===== src/rtl/approx_mul_dot_accumulator.sv =====
// Dot-product accumulator for a stream of approximate-multiplier products.
// Optional build macro ACC_SAT_EN: saturate the accumulator on overflow instead of wrapping.
module approx_mul_dot_accumulator #(
    parameter int PROD_W  = 16,
    parameter int VEC_LEN = 8,
    parameter int ACC_W   = 19,
    parameter int CNT_W   = 4
) (
    input  logic              clk,
    input  logic              rst_n,
    input  logic              in_valid,
    output logic              in_ready,
    input  logic [PROD_W-1:0] in_prod,
    input  logic              in_last,
    output logic              out_valid,
    input  logic              out_ready,
    output logic [ACC_W-1:0]  out_sum,
    output logic [CNT_W-1:0]  out_count,
    output logic              out_ovf
);

    typedef enum logic [1:0] {IDLE, ACC, DONE} state_t;

    state_t             state_q, state_d;
    logic [ACC_W-1:0]   acc_q, acc_d;
    logic [CNT_W-1:0]   count_q, count_d;
    logic               ovf_q, ovf_d;
    logic               accept;
    logic               terminal;
    logic [ACC_W:0]     sum_ext;
    logic               carry;

    // in_ready is forced low while reset is asserted so nothing is taken during reset.
    assign in_ready = rst_n && (state_q != DONE);
    assign accept   = in_valid && in_ready;

    always_comb begin
        sum_ext = (ACC_W+1)'(in_prod);
        if (state_q == ACC)
            sum_ext = {1'b0, acc_q} + (ACC_W+1)'(in_prod);
        carry = sum_ext[ACC_W];
    end

    always_comb begin
        terminal = in_last;
        if (state_q == IDLE && VEC_LEN == 1)
            terminal = 1'b1;
        if (state_q == ACC && count_q == CNT_W'(VEC_LEN - 1))
            terminal = 1'b1;
    end

    // State register
    always_ff @(posedge clk or negedge rst_n) begin
        if (!rst_n) state_q <= IDLE;
        else        state_q <= state_d;
    end

    // Next-state logic
    always_comb begin
        state_d = state_q;
        case (state_q)
            IDLE, ACC: if (accept) state_d = terminal ? DONE : ACC;
            DONE:      if (out_ready) state_d = IDLE;
            default:   state_d = IDLE;
        endcase
    end

    // Output logic: results are only exposed while DONE
    always_comb begin
        out_valid = (state_q == DONE);
        out_sum   = out_valid ? acc_q   : '0;
        out_count = out_valid ? count_q : '0;
        out_ovf   = out_valid ? ovf_q   : 1'b0;
    end

    always_comb begin
        acc_d   = acc_q;
        count_d = count_q;
        ovf_d   = ovf_q;
        if (accept) begin
            count_d = (state_q == IDLE) ? CNT_W'(1) : count_q + CNT_W'(1);
            ovf_d   = ovf_q | carry;
`ifdef ACC_SAT_EN
            // Once saturated, stay pinned at full scale for the rest of the vector.
            acc_d   = (carry || ovf_q) ? {ACC_W{1'b1}} : sum_ext[ACC_W-1:0];
`else
            acc_d   = sum_ext[ACC_W-1:0];
`endif
        end else if (state_q == DONE && out_ready) begin
            acc_d   = '0;
            count_d = '0;
            ovf_d   = 1'b0;
        end
    end

    always_ff @(posedge clk or negedge rst_n) begin
        if (!rst_n) begin
            acc_q   <= '0;
            count_q <= '0;
            ovf_q   <= 1'b0;
        end else begin
            acc_q   <= acc_d;
            count_q <= count_d;
            ovf_q   <= ovf_d;
        end
    end

endmodule


===== config.mk =====
export PLATFORM = sky130hd
export DESIGN_NAME = approx_mul_dot_accumulator
export DESIGN_NICKNAME = d
export VERILOG_FILES = /design/src/rtl/approx_mul_dot_accumulator.sv
export SDC_FILE = /design/constraint.sdc
export NUM_CORES = 1
export LEC_CHECK = 0
export ABC_CLOCK_PERIOD_IN_PS = 5000
export BUFFER_PORTS_ARGS = -buffer_cell sky130_fd_sc_hd__buf_2
export CORE_MARGIN = 5
export CORE_UTILIZATION = 59
export DETAILED_ROUTE_END_ITERATION = 8
export GPL_TIMING_DRIVEN = 0
export PLACE_DENSITY = 0.86
export SYNTH_ARGS = -nofsm -noshare
export SYNTH_HDL_FRONTEND = slang
export SYNTH_SLANG_ARGS = --single-unit

===== constraint.sdc =====
create_clock -name clk -period 5 [get_ports clk]
set_input_delay 1 -clock clk [delete_from_list [all_inputs] [get_ports clk]]
set_output_delay 1 -clock clk [all_outputs]
set_load 0.01 [all_outputs]

==> impl_metrics.tcl, run 1 <==
set metrics [dict create \
    yosysTopAreaCellShare_pct 31.0 \
    synth_top_flop_cell "dfrtp_1" \
    ys_types 52 \
    pre_cts_ws_ns 1.65 \
    crit_family "simple AND/OR/NAND/NOR gates" \
    syn_area_mm2 0.00210 \
    critPathMaxStageDelay_ns 0.48 \
    drt_iter0_markers 103 \
    cts.htree.levels 1 \
    grt_max_degree 32 \
    clockPowerShare_pct 14.7 \
    cts_sinks 26 \
    core_mm2 0.00339 \
    die-area_mm2 0.00486 \
    cts_hold_buf 0 \
    endpoint_kind "output pin" \
    combPwrFrac_pct 53.9 \
    crit_slowest_cell "nor2_1" \
    io_pins 47 \
    fin_crit_ns 3.08 \
    r2r_end "acc_q[18]" \
    max_cap_viol_count 0 \
    leakage_nw 1.21 \
    worstHoldEndpoint "ovf_q" \
    hold_viol_final 0 \
    crit_path_start_kind "flip-flop" \
    viasPerCell 5.82 \
    powerDensity_mw_per_mm2 420 \
    cts_buffers 3 \
    drive_gt1_share_pct 20.5 \
    drt_first_pass_iters 5 \
    dr_wl_met3_um 362 \
    status "finished, final reports clean" \
    timing.fmax_ghz 0.325 \
    n_antenna_cell 0 \
    cts_tree "yes" \
    chipHeight_um 69.7 \
    swShare_pct 41.6 \
    grt_pass1_wl_um 8690 \
    die_w_um 69.7 \
    path_buf_inv 3 \
    ff2ff_setup_slack_ns 2.35 \
    min_from "ovf_q" \
    layout.area.seq_um2 651 \
    drc 0 \
    path_clk_slew_ns 0.15 \
    tns_ns 0 \
    synth.yosys.seq_area_share_pct 31.0 \
    num_vias 2031 \
    routed_wl_um 5200 \
    async_reset_ff_share_pct 100 \
    synth-edff-count 0 \
    port_buffers 46 \
    cts_resized 0 \
    nFillCells 283 \
    max_slew_margin_pct 54.7 \
    grt_pass1_vias 1931 \
    rsz0062_at_grt "false" \
    seqPwrFrac_pct 31.4 \
    r2r_cells 11 \
    syn_inst 253 \
    fin_nets 343 \
    r2r-start "acc_q[0]" \
    ant_nets 0 \
    p_sw_mw 0.427 \
    grt-ovfl-total 0 \
    syn_to_final_growth_pct 16.2 \
    start_util_pct 62.0 \
    ys_ff_latch 26 \
    holdCritPathClass "reg2reg" \
    hold_depth 2 \
    clock_path_buffers 2 \
    critPathRequiredTime_ns 4.00 \
    finalMaxSlewViolations 0 \
    cp_cell_sequence "inv_1, nor2_1, clkbuf_1, and2_1, buf_2" \
    synth.area.top_cells "dfrtp_1 31%, ha_1 10%, and2_1 6.8%" \
    netlist_top_cells_count "26 x dfrtp_1, 26 x nand2_1, 25 x o21ai_0" \
    ys_warn_count 0 \
    synth_fp_nets 292 \
    fp-row-count 21 \
    antenna_found_initial 0 \
    critical_path_class "reg2out" \
    cp.depth 5 \
    gp_congestion 0.840 \
    crit_fanout 10 \
    highest_layer "met4" \
    power.internal_mw 0.599 \
    wl_met1_um 2360 \
    multi_input_area_mm2 0.00138 \
    dr_wl_met2_um 2450 \
    cts_setup_buffers 0 \
    wl_per_cell_um 14.9 \
    ir_worst_vdd_mv 0.259 \
    post-route-period-util_pct 61.6 \
    arrival_ns 2.08 \
    worstMarginPinSlew_ns 0.680 \
    worst_slack_ns 1.92 \
    dp_hpwl_um 3950 \
    setup_violations 0 \
    synth_area_leader_cell "dfrtp_1" \
    clkLatencyLatePin_ns 0.33 \
    fin_skew_ns 0.00349 \
    cts-root-buf "clkbuf_4" \
    grt_usage_pct 21.3 \
    synth.avg_cell_area_um2 8.31 \
]
per-stage QoR:
stage | hold slack (ns) | power (mW) | util (%) | instances | cell area [um^2]
after detailed placement | 0.474 | 0.869 | 70.5 | 345 | 2390
after floorplan | 0.447 | 0.745 | - | 253 | 2100
final | 0.503 | 1.03 | 72.1 | 349 | 2440
after CTS | 0.508 | 1.02 | 72.1 | 349 | 2440
after global routing | 0.546 | 1.11 | 72.1 | 349 | 2440
after global placement | 0.462 | 0.847 | 70.5 | 345 | 2390
cell type report:
| type | instances | area share [%] |
|---|---|---|
| plain buffers | 8 | 1.90 |
| clock buffers | 3 | 0.922 |
| clock inverters | 1 | 1.23 |
| inverters | 8 | 1.23 |
| multi-input cells | 211 | 56.3 |
| flip-flops and latches | 26 | 26.6 |
| well taps | 46 | 2.36 |
| repair buffers | 46 | 9.43 |
cell families after synthesis:
| family | synth area share, % |
|---|---|
| fa+ha+maj | 11.5 |
| xor+xnor | 4.17 |
| buf+inv | 3.63 |
| simple gates | 23.3 |
| compound gates | 25.5 |
| flops | 31.0 |
| mux | 0.952 |
worst min-delay path, cell delays in order (launching register included):
cell,delay [ns]
dfrtp_1,0.36
nand2_1,0.05
o21ai_1,0.06
power by group through the flow:
| stage | Sequential, mW | Combinational (mW) | Clock [mW] |
|---|---|---|---|
| after floorplan | 0.312 | 0.433 | 0 |
| after global placement | 0.323 | 0.524 | 0 |
| after detailed placement | 0.326 | 0.543 | 0 |
| after CTS | 0.322 | 0.547 | 0.152 |
| after global routing | 0.330 | 0.620 | 0.160 |
| final | 0.322 | 0.553 | 0.151 |
state kept, by name, summed over array words and instances (netlist names):
signal / flops
count_q: 4
acc_q: 19
state_q: 2
ovf_q: 1
worst max path at each step:
| stage | start | endpoint | slack [ns] |
|---|---|---|---|
| 6_report | state_q[1] | out_sum[11] | 1.92 |
| 5_1_grt | state_q[1] | out_sum[11] | 1.78 |
| 4_1_cts | state_q[1] | out_sum[11] | 1.93 |
| 3_5_place_dp | in_prod[0] | acc_q[18] | 1.65 |
| 3_3_place_gp | in_prod[0] | acc_q[18] | 1.71 |
| 2_1_floorplan | in_prod[0] | acc_q[18] | 1.95 |
metal layers:
metal,vias up,track usage [%]
met2,60,35.2
met5,-,0
met4,0,6.60
met3,4,3.33
li1,1011,-
met1,956,28.6
cells in the final DEF (no fill, tap or decap), drive strengths merged, types with 3 or more instances in the layout:
master,count
buf,49
o21ai,31
nand2,26
dfrtp,26
and2,23
a21oi,23
ha,17
nor2,16
inv,8
nand3,8
clkbuf,8
nor3,7
xnor2,6
o21a,5
xor2,4
a21o,4
a211oi,3
a22oi,3
nor2b,3
or2,3
and3,3
(Power assumes the default switching activity.)
==> run 2: changes to the inputs <==
--- a/config.mk
+++ b/config.mk
@@ -5,13 +5,13 @@
 export SDC_FILE = /design/constraint.sdc
 export NUM_CORES = 1
 export LEC_CHECK = 0
-export ABC_CLOCK_PERIOD_IN_PS = 5000
+export ABC_CLOCK_PERIOD_IN_PS = 3000
 export BUFFER_PORTS_ARGS = -buffer_cell sky130_fd_sc_hd__buf_2
 export CORE_MARGIN = 5
-export CORE_UTILIZATION = 59
+export CORE_UTILIZATION = 55
 export DETAILED_ROUTE_END_ITERATION = 8
 export GPL_TIMING_DRIVEN = 0
-export PLACE_DENSITY = 0.86
+export PLACE_DENSITY = 0.81
 export SYNTH_ARGS = -nofsm -noshare
 export SYNTH_HDL_FRONTEND = slang
 export SYNTH_SLANG_ARGS = --single-unit
==> constraint.sdc (replaced) <==
create_clock -name clk -period 3 [get_ports clk]
set_input_delay 0.6 -clock clk [delete_from_list [all_inputs] [get_ports clk]]
set_output_delay 0.6 -clock clk [all_outputs]
set_load 0.01 [all_outputs]
==> run 2 against run 1 <==
Compared with the run above: critical path depth is 7 higher; final area up 0.87%; cell count grew 0.57%; utilization decreased by 5.3 points; via count shrank 0.64%; non-clock buffer count unchanged; clock skew fell by 0.0015 ns; total power increased by 70%; sequential share of layout area down 0.23 points; global-route usage down 0.086 points; wire length grew 0.23%; critical endpoint is now acc_q[18]; largest power group unchanged.
==> impl_metrics.tcl, run 2 (synthesized netlist as in run 1, its figures left out) <==
set metrics [dict create \
    routed_wl_um 5210 \
    grt_max_degree 32 \
    grt_pass1_wl_um 8810 \
    grt_pass1_vias 1899 \
    dp_hpwl_um 3940 \
    timing.fmax_ghz 0.383 \
    combPwrFrac_pct 52.2 \
    die_w_um 71.8 \
    pre_cts_ws_ns 0.0982 \
    nFillCells 325 \
    path_clk_slew_ns 0.09 \
    mostFrequentLayoutCells "47 x buf_2, 26 x nand2_1, 26 x dfrtp_1" \
    die-area_mm2 0.00516 \
    ir_worst_vdd_mv 0.335 \
    gp_congestion 0.857 \
    fin_crit_ns 2.61 \
    worstMarginPinSlew_ns 0.664 \
    hold_viol_final 0 \
    grt-ovfl-total 0 \
    chipHeight_um 71.8 \
    syn_to_final_growth_pct 17.2 \
    wl_per_cell_um 14.9 \
    worst_slack_ns 0.389 \
    seqPwrFrac_pct 30.8 \
    cts-root-buf "clkbuf_8" \
    crit_fanout 3 \
    fin_hold_ws_ns 0.342 \
    fp-row-count 22 \
    clockPowerShare_pct 17.1 \
    tns_ns 0 \
    clock_path_buffers 2 \
    power.internal_mw 1.04 \
    cts_resized 0 \
    cts.htree.levels 1 \
    totalPowerFinal_mw 1.74 \
    p_sw_mw 0.704 \
    largest-register "acc_q" \
    n_antenna_cell 0 \
    multi_input_area_mm2 0.00138 \
    setup_violations 0 \
    arrival_ns 2.78 \
    largest_reg_flops 19 \
    finalMaxSlewViolations 0 \
    holdCritPathClass "in2async" \
    largestRegisters "acc_q: 19 flops, count_q: 4 flops, state_q: 2 flops" \
    cts_sinks 26 \
    drive_gt1_share_pct 20.5 \
    powerDensity_mw_per_mm2 708 \
    cts_tree "yes" \
    drc 0 \
    grt_usage_pct 21.2 \
    start_util_pct 57.0 \
    critical_path_class "in2reg" \
    swShare_pct 40.4 \
    status "finished, final reports clean" \
    layout.area.seq_um2 651 \
    cts_buffers 3 \
    cts_setup_buffers 0 \
    core_mm2 0.00369 \
    post-route-cell-area_mm2 0.00246 \
    fin_skew_ns 0.00202 \
    max_cap_viol_count 0 \
    post-route-period-util_pct 87.0 \
    antenna_found_initial 0 \
    clkLatencyLatePin_ns 0.28 \
    critPathRequiredTime_ns 3.17 \
    leakage_nw 1.22 \
    io_pins 47 \
    endpoint_kind "flip-flop" \
    placed_area_mm2 0.00239 \
    mostFrequentLayoutCell "buf_2" \
    port_buffers 46 \
    fin_nets 343 \
    num_vias 2018 \
    ant_nets 0 \
    drt_first_pass_iters 4 \
    cts_hold_buf 0 \
    max_slew_margin_pct 55.8 \
    crit_path_start_kind "input port" \
    viasPerCell 5.75 \
    rsz0062_at_grt "false" \
    drt_iter0_markers 129 \
]
[run 2: critical path, cell delays in order]
cell     delay, ns
buf_2         0.11
ha_1          0.20
inv_1         0.07
fa_1          0.22
nor2b_4       0.06
o31a_1        0.27
o311a_1       0.34
o21a_2        0.23
a221o_1       0.37
nand3_2       0.10
xor2_1        0.14
o21ai_1       0.07
[run 2: through the flow]
step           utilization (%)  std cells
2_1_floorplan                -        253
3_3_place_gp              64.9        347
3_5_place_dp              64.9        347
4_1_cts                   66.8        351
5_1_grt                   66.8        351
6_report                  66.8        351
[run 2: routing by layer]
metal	vias to the layer above	wire length, um	share of wire, %	GRT usage, %
met1	932	2310	44	28.9
met5	-	0	0	0
met2	61	2540	49	34.8
met4	0	48	0.92	5.64
met3	5	313	6.0	3.65
li1	1020	-	-	-
[run 2: final timing paths]
| path | start | to | slack (ns) | cells past startpoint |
|---|---|---|---|---|
| worst max-delay path | in_prod[0] | acc_q[18] | 0.39 | 12 |
| worst min-delay path | rst_n | count_q[2] | 0.34 | 1 |
| worst max register to register | acc_q[0] | acc_q[18] | 0.42 | 11 |
| worst min register to register | ovf_q | ovf_q | 0.49 | 2 |
| max in group asynchronous | rst_n | acc_q[8] | 2.23 | 1 |
| min in group clk | ovf_q | ovf_q | 0.49 | 2 |
[run 2: cell type report]
type	instances	share of cell area (%)
Buffer	8	1.88
Clock buffer	3	1.68
Clock inverter	1	1.22
Inverter	8	1.22
Multi-Input combinational cell	211	55.8
Sequential cell	26	26.4
Tap cell	48	2.44
Timing Repair Buffer	46	9.34
[run 2: power groups by stage]
| stage | sequential [mW] | combinational [mW] | clock (mW) |
|---|---|---|---|
| floorplan | 0.520 | 0.722 | 0 |
| global placement | 0.537 | 0.878 | 0 |
| detailed placement | 0.542 | 0.899 | 0 |
| CTS | 0.535 | 0.909 | 0.301 |
| global route | 0.553 | 1.04 | 0.317 |
| finish | 0.537 | 0.910 | 0.298 |
